`src/rtl/ram_arb_pkg.sv`:
```
// Shared types for the two-port SRAM arbiter: FSM states, port indices and
// the latched command that is held on the controller bus for a whole grant.
package ram_arb_pkg;

  typedef enum logic [1:0] {
    IDLE    = 2'd0,
    GRANT   = 2'd1,
    RELEASE = 2'd2
  } state_e;

  localparam logic PORT_CPU = 1'b0;
  localparam logic PORT_DMA = 1'b1;

  typedef struct packed {
    logic [17:0] addr;
    logic [15:0] din;
    logic        byte_op;
    logic        wr_inh;
    logic        rd;
    logic        wr;
  } cmd_t;

endpackage

```
`src/rtl/rr_arb2.sv`:
```
// Two-way picker: a lone requester always wins; on a tie either the port not
// served last wins (round-robin) or DMA wins outright (fixed priority).
module rr_arb2
  import ram_arb_pkg::*;
(
  input  logic [1:0] req_i,
  input  logic       last_i,
  input  logic       fixed_i,
  output logic       gnt_o
);

  always_comb begin
    gnt_o = PORT_CPU;
    if (req_i == 2'b11) begin
      gnt_o = fixed_i ? PORT_DMA : ~last_i;
    end else if (req_i[1]) begin
      gnt_o = PORT_DMA;
    end
  end

endmodule

```
`src/rtl/ram_arbiter.sv`:
```
// CPU/DMA arbiter in front of the SRAM controller: one access at a time,
// command latched at grant, an idle cycle after each access, bus timeout.
module ram_arbiter
  import ram_arb_pkg::*;
#(
  parameter bit FIXED_PRI  = 1'b0,
  parameter int TMO_CYCLES = 64
) (
  input  logic        clk,
  input  logic        reset,
  input  logic [17:0] p0_addr,
  input  logic [17:0] p1_addr,
  input  logic [15:0] p0_din,
  input  logic [15:0] p1_din,
  input  logic        p0_rd,
  input  logic        p1_rd,
  input  logic        p0_wr,
  input  logic        p1_wr,
  input  logic        p0_byte,
  input  logic        p1_byte,
  input  logic        p0_wr_inh,
  output logic [15:0] p0_dout,
  output logic [15:0] p1_dout,
  output logic        p0_done,
  output logic        p1_done,
  output logic        p0_tmo,
  output logic        p1_tmo,
  output logic [17:0] mem_addr,
  output logic [15:0] mem_din,
  output logic        mem_rd,
  output logic        mem_wr,
  output logic        mem_byte,
  output logic        mem_wr_inh,
  input  logic [15:0] mem_dout,
  input  logic        mem_done,
  output state_e      dbg_state
);

  localparam logic [7:0] TMO_LAST = 8'(TMO_CYCLES - 1);

  // Requester handshake: rd/wr is a level held until the one-cycle pN_done;
  // the command is sampled only in IDLE, so later input changes are ignored.
  state_e      state_q;
  cmd_t        cmd_q;
  cmd_t        cmd_sel;
  logic        win_q;
  logic        last_q;
  logic        gnt;
  logic [7:0]  cnt_q;
  logic [15:0] p0_dout_q;
  logic [15:0] p1_dout_q;
  logic [1:0]  done_q;
  logic [1:0]  tmo_q;
  logic [1:0]  req;

  assign req = {p1_rd | p1_wr, p0_rd | p0_wr};

  rr_arb2 u_pick (
    .req_i  (req),
    .last_i (last_q),
    .fixed_i(FIXED_PRI),
    .gnt_o  (gnt)
  );

  // Read takes precedence when a port raises rd and wr together.
  always_comb begin
    cmd_sel = '{addr: p0_addr, din: p0_din, byte_op: p0_byte,
                wr_inh: p0_wr_inh, rd: p0_rd, wr: p0_wr & ~p0_rd};
    if (gnt == PORT_DMA) begin
      cmd_sel = '{addr: p1_addr, din: p1_din, byte_op: p1_byte,
                  wr_inh: 1'b0, rd: p1_rd, wr: p1_wr & ~p1_rd};
    end
  end

  always_ff @(posedge clk or posedge reset) begin
    if (reset) begin
      state_q   <= IDLE;
      cmd_q     <= '0;
      win_q     <= PORT_CPU;
      last_q    <= PORT_DMA;
      cnt_q     <= '0;
      p0_dout_q <= '0;
      p1_dout_q <= '0;
      done_q    <= '0;
      tmo_q     <= '0;
    end else begin
      done_q <= '0;
      tmo_q  <= '0;
      case (state_q)
        IDLE: begin
          if (|req) begin
            cmd_q   <= cmd_sel;
            win_q   <= gnt;
            cnt_q   <= '0;
            state_q <= GRANT;
          end
        end
        GRANT: begin
          if (mem_done) begin
            if (cmd_q.rd) begin
              if (win_q) p1_dout_q <= mem_dout;
              else       p0_dout_q <= mem_dout;
            end
            done_q[win_q] <= 1'b1;
            state_q       <= RELEASE;
          end else if (cnt_q == TMO_LAST) begin
            if (win_q) p1_dout_q <= '0;
            else       p0_dout_q <= '0;
            done_q[win_q] <= 1'b1;
            tmo_q[win_q]  <= 1'b1;
            state_q       <= RELEASE;
          end else begin
            cnt_q <= cnt_q + 8'd1;
          end
        end
        RELEASE: begin
          last_q  <= win_q;
          state_q <= IDLE;
        end
        default: state_q <= IDLE;
      endcase
    end
  end

  // rd/wr are gated by state so they fall as soon as the grant ends or reset hits.
  assign mem_rd     = (state_q == GRANT) & cmd_q.rd;
  assign mem_wr     = (state_q == GRANT) & cmd_q.wr;
  assign mem_addr   = cmd_q.addr;
  assign mem_din    = cmd_q.din;
  assign mem_byte   = cmd_q.byte_op;
  assign mem_wr_inh = cmd_q.wr_inh;

  assign p0_dout   = p0_dout_q;
  assign p1_dout   = p1_dout_q;
  assign p0_done   = done_q[0];
  assign p1_done   = done_q[1];
  assign p0_tmo    = tmo_q[0];
  assign p1_tmo    = tmo_q[1];
  assign dbg_state = state_q;

endmodule
```
`config.mk`:
```
export PLATFORM = sky130hd
export DESIGN_NAME = ram_arbiter
export DESIGN_NICKNAME = d
export VERILOG_FILES = /design/src/rtl/ram_arb_pkg.sv /design/src/rtl/rr_arb2.sv /design/src/rtl/ram_arbiter.sv
export SDC_FILE = /design/constraint.sdc
export NUM_CORES = 1
export LEC_CHECK = 0
export CELL_PAD_IN_SITES_DETAIL_PLACEMENT = 2
export CELL_PAD_IN_SITES_GLOBAL_PLACEMENT = 2
export CORE_ASPECT_RATIO = 0.6
export CORE_MARGIN = 5
export CORE_UTILIZATION = 26
export CTS_CLUSTER_SIZE = 40
export DETAILED_ROUTE_END_ITERATION = 8
export PLACE_DENSITY_LB_ADDON = 0.08
export SETUP_SLACK_MARGIN = 0.3
export SLEW_MARGIN = 5
export SYNTH_ARGS = -nofsm -noshare
export SYNTH_HDL_FRONTEND = slang
export SYNTH_SLANG_ARGS = --single-unit
```
`constraint.sdc`:
```
create_clock -name clk -period 3.79 [get_ports clk]
set_input_delay 0.758 -clock clk [delete_from_list [all_inputs] [get_ports clk]]
set_output_delay 0.758 -clock clk [all_outputs]
set_load 0.005 [all_outputs]
```
# ---- After elaboration in Yosys (flattened, before gate mapping)
# Index checks and enable logic that the tools add are counted.
dict set report totals {
  register_bits 86
  in_bits 94
}
dict set report classes {
  addsub 1
  magnitude_cmp 2
  n_eq_ne 9
  muxes 28
  n_bitwise 10
  n_reduce_logical 10
}
# op n
set ops {}
lappend ops {{16-bit two-way mux} 10}
lappend ops {{38-bit two-way mux} 1}
lappend ops {{8-bit two-way mux} 3}
lappend ops {{2-bit two-way mux} 8}
lappend ops {{8-bit case mux with 2 select lines} 1}
lappend ops {{4-bit AND reduction} 3}
lappend ops {{8-bit by 1-bit adder with 8-bit output, second input constant} 1}
lappend ops {{8-bit by 6-bit equality test with 1-bit output, second input constant} 1}
lappend ops {{2-bit != test, second input constant} 3}
lappend ops {{1-bit AND} 4}
lappend ops {{2-bit equality test, second input constant} 2}
lappend ops {{1-bit inverter} 4}
lappend ops {{2-bit case mux with 2 select lines} 1}
lappend ops {{2-bit AND reduction} 2}
lappend ops {{2-bit nonzero test} 2}
lappend ops {{1-bit two-way mux} 3}
lappend ops {{3-bit != test, second input constant} 1}
lappend ops {{2-bit by 1-bit equality test with 1-bit output, second input constant} 1}
lappend ops {{2-bit logical NOT} 1}
lappend ops {{1-bit by 2-bit less-than comparator with 1-bit output, second input constant} 1}
lappend ops {{2-bit by 1-bit != test with 1-bit output, second input constant} 1}
lappend ops {{1-bit OR} 2}
lappend ops {{2-bit OR reduction} 1}
lappend ops {{1-bit demux with 1-bit select} 1}
lappend ops {{2 further kinds} 2}

# ---- Logic depth before layout (Yosys ltp)
dict set report logic_depth {
  word_depth 7
  depth_mapped 6
  depth_no_buf 5
}

# ---- Modules after synthesis
# A second synthesis with hierarchy kept.
dict set report unflattened {
  cells_unflattened 365
  area_unflattened_um2 4021.4
}
# mod n_inst cells_each area_each_um2 seq_area_each_um2
set by_module_without_submodules {}
lappend by_module_without_submodules {ram_arbiter 1 363 4010.1 2153.3}
lappend by_module_without_submodules {rr_arb2 1 2 11.3 0.0}

# ---- Least setup slack after synthesis
# OpenSTA, ideal clock, no wires.
dict set report synth_timing {
  kind {in2reg}
  startpoint {input port p1_wr}
  endpoint {register cmd_q[0] (netlist bit)}
  setup_time_ns 0.135
  arrival_time_ns 1.712
  required_time_ns 3.655
  slack_ns 1.943
  stages 5
  cell_sequence {or4_4 -> nand2_4 -> buf_6 -> buf_6 -> a21oi_1}
}
dict set report synth_via {
  elab_chain_cells 4
}
# element line_no
set synth_rtl {}
lappend synth_rtl {{start: declaration} ram_arbiter.sv:18} ;# input logic p1_wr,
lappend synth_rtl {{1-bit OR} ram_arbiter.sv:56} ;# assign req = {p1_rd | p1_wr, p0_rd | p0_wr};
lappend synth_rtl {{2-bit equality test or 1-bit two-way mux (tied branches)} {rr_arb2.sv:14, rr_arb2.sv:16}}
lappend synth_rtl {{1-bit two-way mux} rr_arb2.sv:14} ;# if (req_i == 2'b11) begin
lappend synth_rtl {{38-bit two-way mux} ram_arbiter.sv:69} ;# if (gnt == PORT_DMA) begin
lappend synth_rtl {{end signal: assignment} ram_arbiter.sv:92} ;# cmd_q <= cmd_sel;
lappend synth_rtl {{end: declaration} ram_arbiter.sv:44} ;# cmd_t cmd_q;
# Parallel ways exist; a longest one is shown, timed or not.
# A chain may end at the register's enable or synchronous reset.

# ---- Worst setup path in the final report
dict set report layout_timing {
  startpoint {register state_q[1] (netlist: dbg_state[1])}
  endpoint {output port mem_wr}
}
dict set report layout_via {
  elab_chain_cells 2
}
# element line_no
set layout_rtl {}
lappend layout_rtl {{start: declaration} ram_arbiter.sv:43} ;# state_e state_q;
lappend layout_rtl {{start signal: assignment} ram_arbiter.sv:77} ;# state_q <= IDLE;
lappend layout_rtl {{start signal: assignment} ram_arbiter.sv:95} ;# state_q <= GRANT;
lappend layout_rtl {{start signal: assignment} ram_arbiter.sv:105} ;# state_q <= RELEASE;
lappend layout_rtl {{2-bit by 1-bit equality test with 1-bit output} ram_arbiter.sv:127} ;# assign mem_wr = (state_q == GRANT) & cmd_q.wr;
lappend layout_rtl {{1-bit AND} ram_arbiter.sv:127}
lappend layout_rtl {{end: declaration} ram_arbiter.sv:31} ;# output logic mem_wr,
# Every way passes these cells.

==> key figures <==
Outcome
  • Status: complete, no violations

Timing
  • Pins Over Slew Limit: 0
  • WHS: 0.478 ns
  • Fin crit share: 71.9%
  • Fmax: 367 MHz
  • RSZ-0062 raised after global routing: false
  • Fin Setup TNS: 0 ns
  • Worst Tran Pin Value: 0.867 ns
  • Relative slew margins: 42.2%
  • Final setup fails: 0
  • Worst setup margin: 1.06 ns
  • Hold Fails Final Rpt: 0
  • Min cycle time layout: 2.73 ns
  • Clk_skew: 0.00816 ns

Global routing
  • Antenna violations before repair: 0
  • All-Layer GR Usage: 14.9%
  • First-pass GRT wire length: 21.1 mm
  • Pin count of the biggest net entering global routing: 76
  • Overflow after GRT: 0
  • Number of global-route vias before repair: 3,575

Power and ir drop
  • Combinational fraction of design power: 43.8%
  • Max VDD drop: 0.000272 V
  • Sw Pwr: 1.51 mW
  • Flop pwr share: 34.9%
  • Clk pwr share: 21.3%
  • P_leak: 2.49 nW
  • Internal power: 3.00 mW
  • Sw frac: 33.4%
  • Cell Pwr Density: 756 mW/mm²

Placed design
  • Worst slack, placed: 0.893 ns
  • Hpwl dp: 10.1 mm
  • Routability cong.: 0.746
  • Placed instance area: 0.00564 mm²
  • IO Port Bufs: 169

Die
  • Die X: 171 µm
  • Top-level I/O count: 170
  • Rows: 35
  • Core area: 0.0153 mm²
  • Initial Util: 26.4%
  • Die area: 0.0182 mm²
  • Die height: 107 µm

Setup path
  • Crit path max fanout: 8
  • Worst setup EP type: primary output
  • Worst setup SP type: register
  • Crit path required time: 3.03 ns
  • Setup CP Type: register to primary output
  • Crit path DAT: 1.97 ns

Clock network
  • Number of setup buffers added after CTS: 0
  • Hold Buf Count CTS: 0
  • Clock-pin slew on the worst setup and hold paths: 0.07 ns
  • Post-CTS sizing: 0
  • CTS sink cnt: 86
  • CTS tree: built
  • CTS Buf Count: 9
  • Clk root buf: clkbuf_16
  • Clock Path Buffers: 2
  • Clk Latency, worst-skew pair: 0.33 ns
  • H-tree depth: 3

Synthesis
  • Yosys warns: 0
  • Synth unique cells: 42
  • Register area share after synthesis: 53.3%
  • Synth Area per Inst: 11.4 µm²
  • Synth Register Bits: 86
  • Post-Syn Nets: 450
  • Post-Synthesis Cells: 355
  • Mapped cell area: 0.00404 mm²

Layout
  • Area Growth Syn to Fin: 47.6%
  • Fraction of layout cells with a size suffix above 1: 7.55%
  • Commonest non-fill, non-tap cell in the layout: clkdlybuf4s50_1
  • ANT cells: 0
  • Register area: 0.00215 mm²
  • Multi-input gate area: 0.00146 mm²
  • Number of fill cells: 1,603
  • Fin nets: 580
  • Most frequent cells in the layout: 169 x clkdlybuf4s50_1, 85 x dfrtp_1, 41 x nand2_1
  • Finished layout cell area: 0.00596 mm²

Detailed routing
  • Drt wl/cell: 19.4 µm
  • DRT Pass-1 Iters: 4
  • Routed vias: 3,229
  • Via/cell ratio: 4.66
  • Iter 0 DRT Violations: 137
  • Final wirelength: 13.5 mm
  • Post-route DRC violation count: 0
  • Number of nets with antenna violations after routing: 0

Worst hold path
  • Hold Crit Class: register to register

Flow run
  • Max Cap Viol: 0
-- sequential cells by signal, summed over array words and instances (netlist names) --
name,count
mem_addr,18
mem_din,16
p0_dout,16
p1_dout,16
cnt_q,8
cmd_q,2
dbg_state,2
done_q,2
tmo_q,2
last_q,1
mem_byte,1
mem_wr_inh,1
win_q,1
-- routing by layer --
metal | share of wire (%) | track usage [%] | up-vias
met3 | 6.4 | 4.05 | 5
li1 | - | - | 1501
met4 | 0.44 | 2.20 | 0
met5 | 0 | 0 | -
met1 | 49 | 21.5 | 1631
met2 | 45 | 22.9 | 92
-- area by class of cell --
class	instances	area share, %
multi-input combinational	208	24.5
clock buffer	11	4.07
tap	203	4.26
clock inverter	5	1.36
inverter	5	0.336
sequential	86	36.1
timing repair buffer	175	29.3
-- cell usage after synthesis, drive strengths merged --
| cell | n | area share (%) |
|---|---|---|
| nor2 | 7 | 0.84 |
| a311oi | 1 | 0.22 |
| nand2b | 5 | 0.77 |
| dfstp | 1 | 0.65 |
| o21a | 2 | 0.37 |
| or4 | 1 | 0.28 |
| inv | 5 | 0.46 |
| a31oi | 3 | 0.46 |
| nand4 | 1 | 0.15 |
| ha | 1 | 0.31 |
| and3 | 3 | 0.46 |
| o31ai | 1 | 0.19 |
| nor3b | 1 | 0.31 |
| a41oi | 1 | 0.22 |
| o221ai | 1 | 0.22 |
| nor2b | 2 | 0.50 |
| nand3 | 3 | 0.37 |
| a21oi | 9 | 1.3 |
| nor3 | 2 | 0.37 |
| a32o | 32 | 7.9 |
| mux2i | 36 | 8.9 |
| o21ai | 44 | 5.7 |
| buf | 48 | 9.3 |
| and2 | 6 | 0.93 |
| a21o | 1 | 0.19 |
| nand4bb | 1 | 0.28 |
| nand2 | 42 | 4.1 |
| clkbuf | 8 | 1.0 |
| mux2 | 1 | 0.28 |
| a21bo | 1 | 0.25 |
| dfrtp | 85 | 53 |
-- worst max-delay path: stages, from the launching register on --
cell and delay [ns]:
dfrtp_1 0.49, nand2b_1 0.40, nor2_1 0.22, clkdlybuf4s50_1 0.54
-- final timing paths --
path / start / end / slack (ns) / depth (start not counted)
min in group asynchronous: reset / mem_din[3] / 0.88 / 2
worst max register to register: dbg_state[1] / p0_dout[9] / 1.54 / 4
worst max-delay path: dbg_state[1] / mem_wr / 1.06 / 3
worst min-delay path: mem_byte / mem_byte / 0.48 / 2
max in group asynchronous: reset / last_q / 2.14 / 3
worst min register to register: mem_byte / mem_byte / 0.48 / 2
-- per-stage QoR --
step                      std cells  utilization (%)  total power [mW]
final                           693             39.0              4.51
after global routing            693             39.0              4.83
after CTS                       693             39.0              4.60
after detailed placement        677             36.9              3.62
after global placement          677             36.9              3.53
after floorplan                 355                -              2.71
-- cell families after synthesis --
group           synth area share [%]
compound gates                  17.1
fa+ha+maj                      0.310
buf+inv                         10.8
flops                           53.3
mux                             9.20
simple gates                    9.35
-- power groups by stage --
stage	clock network, mW	logic (mW)	registers, mW
6_report	0.959	1.97	1.57
5_1_grt	1.04	2.17	1.63
4_1_cts	0.989	2.03	1.58
3_5_place_dp	0	2.02	1.60
3_3_place_gp	0	1.96	1.57
2_1_floorplan	0	1.18	1.54
No activity file was read; power rests on OpenSTA's default activity.
